<file path="src/rtl/multi_zone_temp_controller.sv">
// Multi-zone heat/cool thermostat: one IDLE/HEAT/COOL/FAULT FSM per zone with hysteresis,
// minimum actuator on-time and a run-time timeout that latches the zone in FAULT.
module multi_zone_temp_controller #(
   parameter int unsigned TW      = 7,
   parameter int unsigned ZONES   = 2,
   parameter int unsigned MIN_ON  = 4,
   parameter int unsigned TIMEOUT = 20,
   parameter int unsigned CW      = 8
) (
   input  logic                  clk,
   input  logic                  reset,
   input  logic                  start,
   input  logic [ZONES-1:0]      en,
   input  logic [ZONES*TW-1:0]   troom,
   input  logic [ZONES*TW-1:0]   tref,
   input  logic [TW-1:0]         dt,
   input  logic                  fault_clr,
   output logic [ZONES-1:0]      h,
   output logic [ZONES-1:0]      c,
   output logic [ZONES-1:0]      fault,
   output logic                  busy
);

   localparam logic [1:0] StIdle  = 2'd0;
   localparam logic [1:0] StHeat  = 2'd1;
   localparam logic [1:0] StCool  = 2'd2;
   localparam logic [1:0] StFault = 2'd3;

   localparam logic [CW-1:0] CntMax   = CW'(TIMEOUT - 1);
   localparam logic [CW-1:0] CntMinOn = CW'(MIN_ON - 1);

   logic [TW:0] dt_x;

   assign dt_x = {1'b0, dt};

   for (genvar i = 0; i < ZONES; i++) begin : g_zone
      logic [1:0]    state_q, state_d;
      logic [CW-1:0] cnt_q, cnt_d, cnt_inc;
      logic          h_q, c_q, fault_q;
      logic [TW:0]   troom_x, tref_x, lo, hi;
      logic          below_lo, above_hi, at_or_above_ref, at_or_below_ref;

      // One extra bit keeps tref+dt from wrapping; lo saturates at zero.
      assign troom_x = {1'b0, troom[i*TW +: TW]};
      assign tref_x  = {1'b0, tref[i*TW +: TW]};
      assign lo      = (tref_x >= dt_x) ? (tref_x - dt_x) : '0;
      assign hi      = tref_x + dt_x;

      assign below_lo        = troom_x < lo;
      assign above_hi        = troom_x > hi;
      assign at_or_above_ref = troom_x >= tref_x;
      assign at_or_below_ref = troom_x <= tref_x;
      assign cnt_inc         = (cnt_q == CntMax) ? cnt_q : cnt_q + CW'(1);

      always_comb begin
         state_d = state_q;
         cnt_d   = cnt_q;
         case (state_q)
            StIdle: begin
               cnt_d = '0;
               if (start && en[i] && below_lo) begin
                  state_d = StHeat;
               end else if (start && en[i] && above_hi) begin
                  state_d = StCool;
               end
            end
            StHeat: begin
               cnt_d = cnt_inc;
               // Enable drop is the safety cut and overrides the minimum on-time.
               if (!en[i]) begin
                  state_d = StIdle;
                  cnt_d   = '0;
               end else if (at_or_above_ref && (cnt_q >= CntMinOn)) begin
                  state_d = StIdle;
                  cnt_d   = '0;
               end else if ((cnt_q == CntMax) && !at_or_above_ref) begin
                  state_d = StFault;
                  cnt_d   = '0;
               end
            end
            StCool: begin
               cnt_d = cnt_inc;
               if (!en[i]) begin
                  state_d = StIdle;
                  cnt_d   = '0;
               end else if (at_or_below_ref && (cnt_q >= CntMinOn)) begin
                  state_d = StIdle;
                  cnt_d   = '0;
               end else if ((cnt_q == CntMax) && !at_or_below_ref) begin
                  state_d = StFault;
                  cnt_d   = '0;
               end
            end
            StFault: begin
               cnt_d = '0;
               if (fault_clr) begin
                  state_d = StIdle;
               end
            end
            default: begin
               state_d = StIdle;
               cnt_d   = '0;
            end
         endcase
      end

      // Outputs are decoded from the next state so they align with the state register.
      always_ff @(posedge clk or negedge reset) begin
         if (!reset) begin
            state_q <= StIdle;
            cnt_q   <= '0;
            h_q     <= 1'b0;
            c_q     <= 1'b0;
            fault_q <= 1'b0;
         end else begin
            state_q <= state_d;
            cnt_q   <= cnt_d;
            h_q     <= (state_d == StHeat);
            c_q     <= (state_d == StCool);
            fault_q <= (state_d == StFault);
         end
      end

      assign h[i]     = h_q;
      assign c[i]     = c_q;
      assign fault[i] = fault_q;
   end

   assign busy = |{h, c};

endmodule

</file>
<file path="config.mk">
export PLATFORM = sky130hd
export DESIGN_NAME = multi_zone_temp_controller
export DESIGN_NICKNAME = d
export VERILOG_FILES = /design/src/rtl/multi_zone_temp_controller.sv
export SDC_FILE = /design/constraint.sdc
export NUM_CORES = 1
export LEC_CHECK = 0
export CORE_MARGIN = 5
export CORE_UTILIZATION = 35
export CTS_BUF_LIST = sky130_fd_sc_hd__clkbuf_16
export CTS_CLUSTER_SIZE = 20
export DETAILED_ROUTE_END_ITERATION = 10
export PLACE_DENSITY_LB_ADDON = 0.2
export SLEW_MARGIN = 10
export SYNTH_ARGS = -nofsm -noshare
export SYNTH_HDL_FRONTEND = slang
export SYNTH_SLANG_ARGS = --single-unit
</file>
<file path="constraint.sdc">
create_clock -name clk -period 3 [get_ports clk]
set_clock_uncertainty 0.15 [all_clocks]
set_input_delay 0.9 -clock clk [delete_from_list [all_inputs] [get_ports clk]]
set_output_delay 0.9 -clock clk [all_outputs]
set_load 0.01 [all_outputs]
</file>
==> impl_metrics.py <==
metrics = {
    "sta": {
        "slew-limit-headroom": 0.5957,
        "final_max_slew_viol_count": 0,
        "hold_viol": 0,
        "worstMarginPinSlew_ns": 0.6024,
        "rsz0062_at_grt": "yes",
        "fin_ws_ns": -0.7102,
        "setup_viol": 9,
        "period_needed_ns": 3.710,
        "fmax_mhz": 269.5,
        "fin_crit_sh": 1.237,
    },
    "critical_path": {
        "reg2reg_from": "g_zone[1].cnt_q[3]",
        "cp-start-kind": "input pin",
        "r2r_slack_ns": 0.61,
        "crit_arrival_ns": 3.75,
        "cp_max_fo": 3,
        "end_kind": "flop",
        "rr_worst_depth": 7,
        "required_ns": 3.04,
        "reg2reg_to": "g_zone[1].h_q",
        "path_class": "in -> reg",
    },
    "global_route": {
        "top_usage_layer": "met2",
        "grt_use_met2": 0.2905,
        "grt_pass1_wl_um": 16980,
        "grt_overflow": 0,
        "grtUsageMet1": 0.2116,
        "grt_pass1_vias": 3672,
        "met3_usage": 0.01474,
        "antenna_found_initial": 0,
        "grt_max_degree": 27,
        "grtUsageTotal": 0.1611,
    },
    "logic_synthesis": {
        "synth.distinct_cells": 55,
        "syn_nets": 558,
        "yosys_register_bits": 26,
        "yosysWarnings": 0,
        "syn_area_per_cell_um2": 8.018,
        "synth_flop_cell": "dfrtp_1",
        "async_flop_share": 1.000,
        "synthCells": 443,
        "synth_edf_count": 0,
        "syn_area_um2": 3552,
        "synth.yosys.seq_area_share": 0.1832,
    },
    "pwr": {
        "swShare": 0.3733,
        "ir_drop_mv": 0.2601,
        "p_int_mw": 1.226,
        "p_comb_frac": 0.619,
        "pwr-share-seq": 0.233,
        "power.switching_mw": 0.7299,
        "p_leak_nw": 2.644,
        "powerDensity_nw_per_um2": 350.6,
        "clkPwrFrac": 0.148,
    },
    "layout": {
        "final_common_cell": "buf_4",
        "mostFrequentLayoutCells": "buf_4 (104), ha_1 (47), inv_1 (37), nor2_1 (37), dfrtp_1 (26)",
        "drive_above_1_share": 0.3675,
        "stdcell_area_um2": 5578,
        "multi_input_area_um2": 3148,
        "area_delta_synth_final_pct": 57.03,
        "n_fill_cell": 907,
        "num_antenna_cells": 0,
        "fin_nets": 701,
        "final-seq-area_um2": 650.6,
    },
    "detailed_routing": {
        "drt_wl_total_um": 10430,
        "drc": 0,
        "first_pass_iters": 4,
        "drt_iter0_markers": 111,
        "wl_per_cell_um": 14.53,
        "num_vias": 3592,
        "ant_nets": 0,
        "viasPerCell": 5.003,
    },
    "flow_run": {
        "max_cap_violations": 0,
    },
    "place": {
        "dp_hpwl_um": 8499,
        "placedInstanceArea_um2": 4905,
        "port_buffers": 47,
        "gp_congestion": 0.8779,
        "dp_slack_ns": -1.485,
    },
    "clocking": {
        "postCtsHoldBufs": 0,
        "clkTransAtPathRegs_ns": 0.06,
        "insertion_delay_ns": 0.25,
        "clock_sinks": 26,
        "numCtsBuffers": 3,
        "htreeDepth": 1,
        "cts_tree": "yes",
        "cts_max_path_buffers": 2,
        "cts-root-buf": "clkbuf_16",
    },
    "floorplan": {
        "io_pins": 48,
        "num_rows": 36,
        "start_util": 0.3617,
        "die_h_um": 110.7,
        "core_um2": 9819,
        "die_area_um2": 12260,
        "die_width_um": 110.7,
    },
    "hold_path": {
        "worstHoldStart": "g_zone[1].cnt_q[0]",
        "hold_path.class": "reg -> reg",
        "whs_endpoint": "g_zone[1].cnt_q[0]",
        "min_path_cells": 1,
    },
    "run_status": {
        "violations": "negative setup slack",
        "status": "complete, but fails checks",
    },
}
## worst max path at each step
stage | startpoint | endpoint | slack, ns | cells past startpoint
finish | tref[8] | g_zone[1].h_q | -0.71 | 16
global route | dt[0] | g_zone[1].h_q | -0.85 | 16
CTS | dt[1] | g_zone[1].h_q | -0.72 | 18
detailed placement | dt[0] | g_zone[0].c_q | -1.49 | 15
global placement | dt[0] | g_zone[0].c_q | -1.48 | 15
floorplan | tref[7] | g_zone[1].h_q | -0.65 | 15
## power groups by stage
stage          logic, mW  clock network (mW)  registers, mW
2_1_floorplan      0.619                   0          0.447
3_3_place_gp       0.997                   0          0.461
3_5_place_dp        1.02                   0          0.462
4_1_cts             1.09               0.297          0.455
5_1_grt             1.33               0.313          0.465
6_report            1.21               0.289          0.456
## repair_timing
item / 4_1_cts / 5_1_grt
buffers inserted: 17 / 4
resized for setup: 85 / 73
setup endpoints to repair: 26 / 25
pin swaps: 41 / 51
endpoints found under the hold margin: 0 / 0
## cell type report
cell class,count,area share
Clock buffer,3,0.01346
Clock inverter,1,0.0006729
Inverter,48,0.03791
Multi-Input combinational cell,351,0.5644
Sequential cell,26,0.1166
Tap cell,133,0.02983
Timing Repair Buffer,156,0.2371
## critical path, cell delays in order
cell and delay, ns:
buf_2 0.14, ha_4 0.22, nor2b_4 0.13, o31a_1 0.30, buf_4 0.13, buf_4 0.12
buf_4 0.13, a21oi_2 0.17, nand2_4 0.07, ha_4 0.15, or4_4 0.47, a211oi_2 0.23
a41o_1 0.14, a21oi_2 0.06, or2_4 0.27, nor2b_2 0.11
## state kept, by name, summed over array words and instances (netlist names)
| register | cells |
|---|---|
| g_zone.state_q | 4 |
| g_zone.fault_q | 2 |
| g_zone.cnt_q | 16 |
| g_zone.c_q | 2 |
| g_zone.h_q | 2 |
## kinds of logic after synthesis
group | count (synthesis) | synth area share
AND/OR/NAND/NOR | 144 | 0.2075
XOR/XNOR | 29 | 0.07150
flip-flops | 26 | 0.1832
multiplexers | 1 | 0.002818
AO/OA/AOI/OAI | 103 | 0.1892
buffers and inverters | 66 | 0.07679
adder cells (fa/ha/maj) | 74 | 0.2691
## stage by stage
step | std cells | power (mW) | hold slack, ns | TNS (ns) | util
after floorplan | 443 | 1.065 | 0.3049 | -4.857 | -
after global placement | 694 | 1.459 | 0.3348 | -20.57 | 0.4995
after detailed placement | 694 | 1.483 | 0.3440 | -21.75 | 0.4995
after CTS | 715 | 1.843 | 0.3539 | -5.494 | 0.5336
after global routing | 718 | 2.109 | 0.3772 | -6.882 | 0.5680
final | 718 | 1.955 | 0.3556 | -5.428 | 0.5680
## routing by layer
layer  part of all wire  vias to the layer above
li1                   -                     1842
met1               0.45                     1679
met2               0.51                       60
met3              0.027                       11
met4             0.0091                        0
met5                  0                        -
## cell usage after synthesis, types with 3 or more instances
master / count / area (µm²)
inv_1: 48 / 180.2
o21a_1: 7 / 52.55
o21bai_1: 5 / 37.54
a211o_1: 5 / 43.79
nor2_1: 41 / 153.9
nand2b_1: 10 / 62.56
dfrtp_1: 26 / 650.6
nand4_1: 12 / 75.07
or4_4: 3 / 33.78
a21o_1: 6 / 45.04
o31ai_1: 3 / 22.52
nor2b_1: 9 / 56.30
nor4_1: 5 / 31.28
xor2_1: 12 / 105.1
nand3_1: 11 / 55.05
a31oi_1: 3 / 18.77
o21ai_0: 21 / 105.1
nand2_1: 30 / 112.6
or3_1: 5 / 31.28
xnor2_1: 17 / 148.9
clkbuf_1: 10 / 37.54
and2_1: 3 / 18.77
buf_4: 6 / 45.04
a21oi_1: 31 / 155.2
fa_1: 4 / 80.08
ha_1: 70 / 875.8
Power figures use the tool's default switching activity.
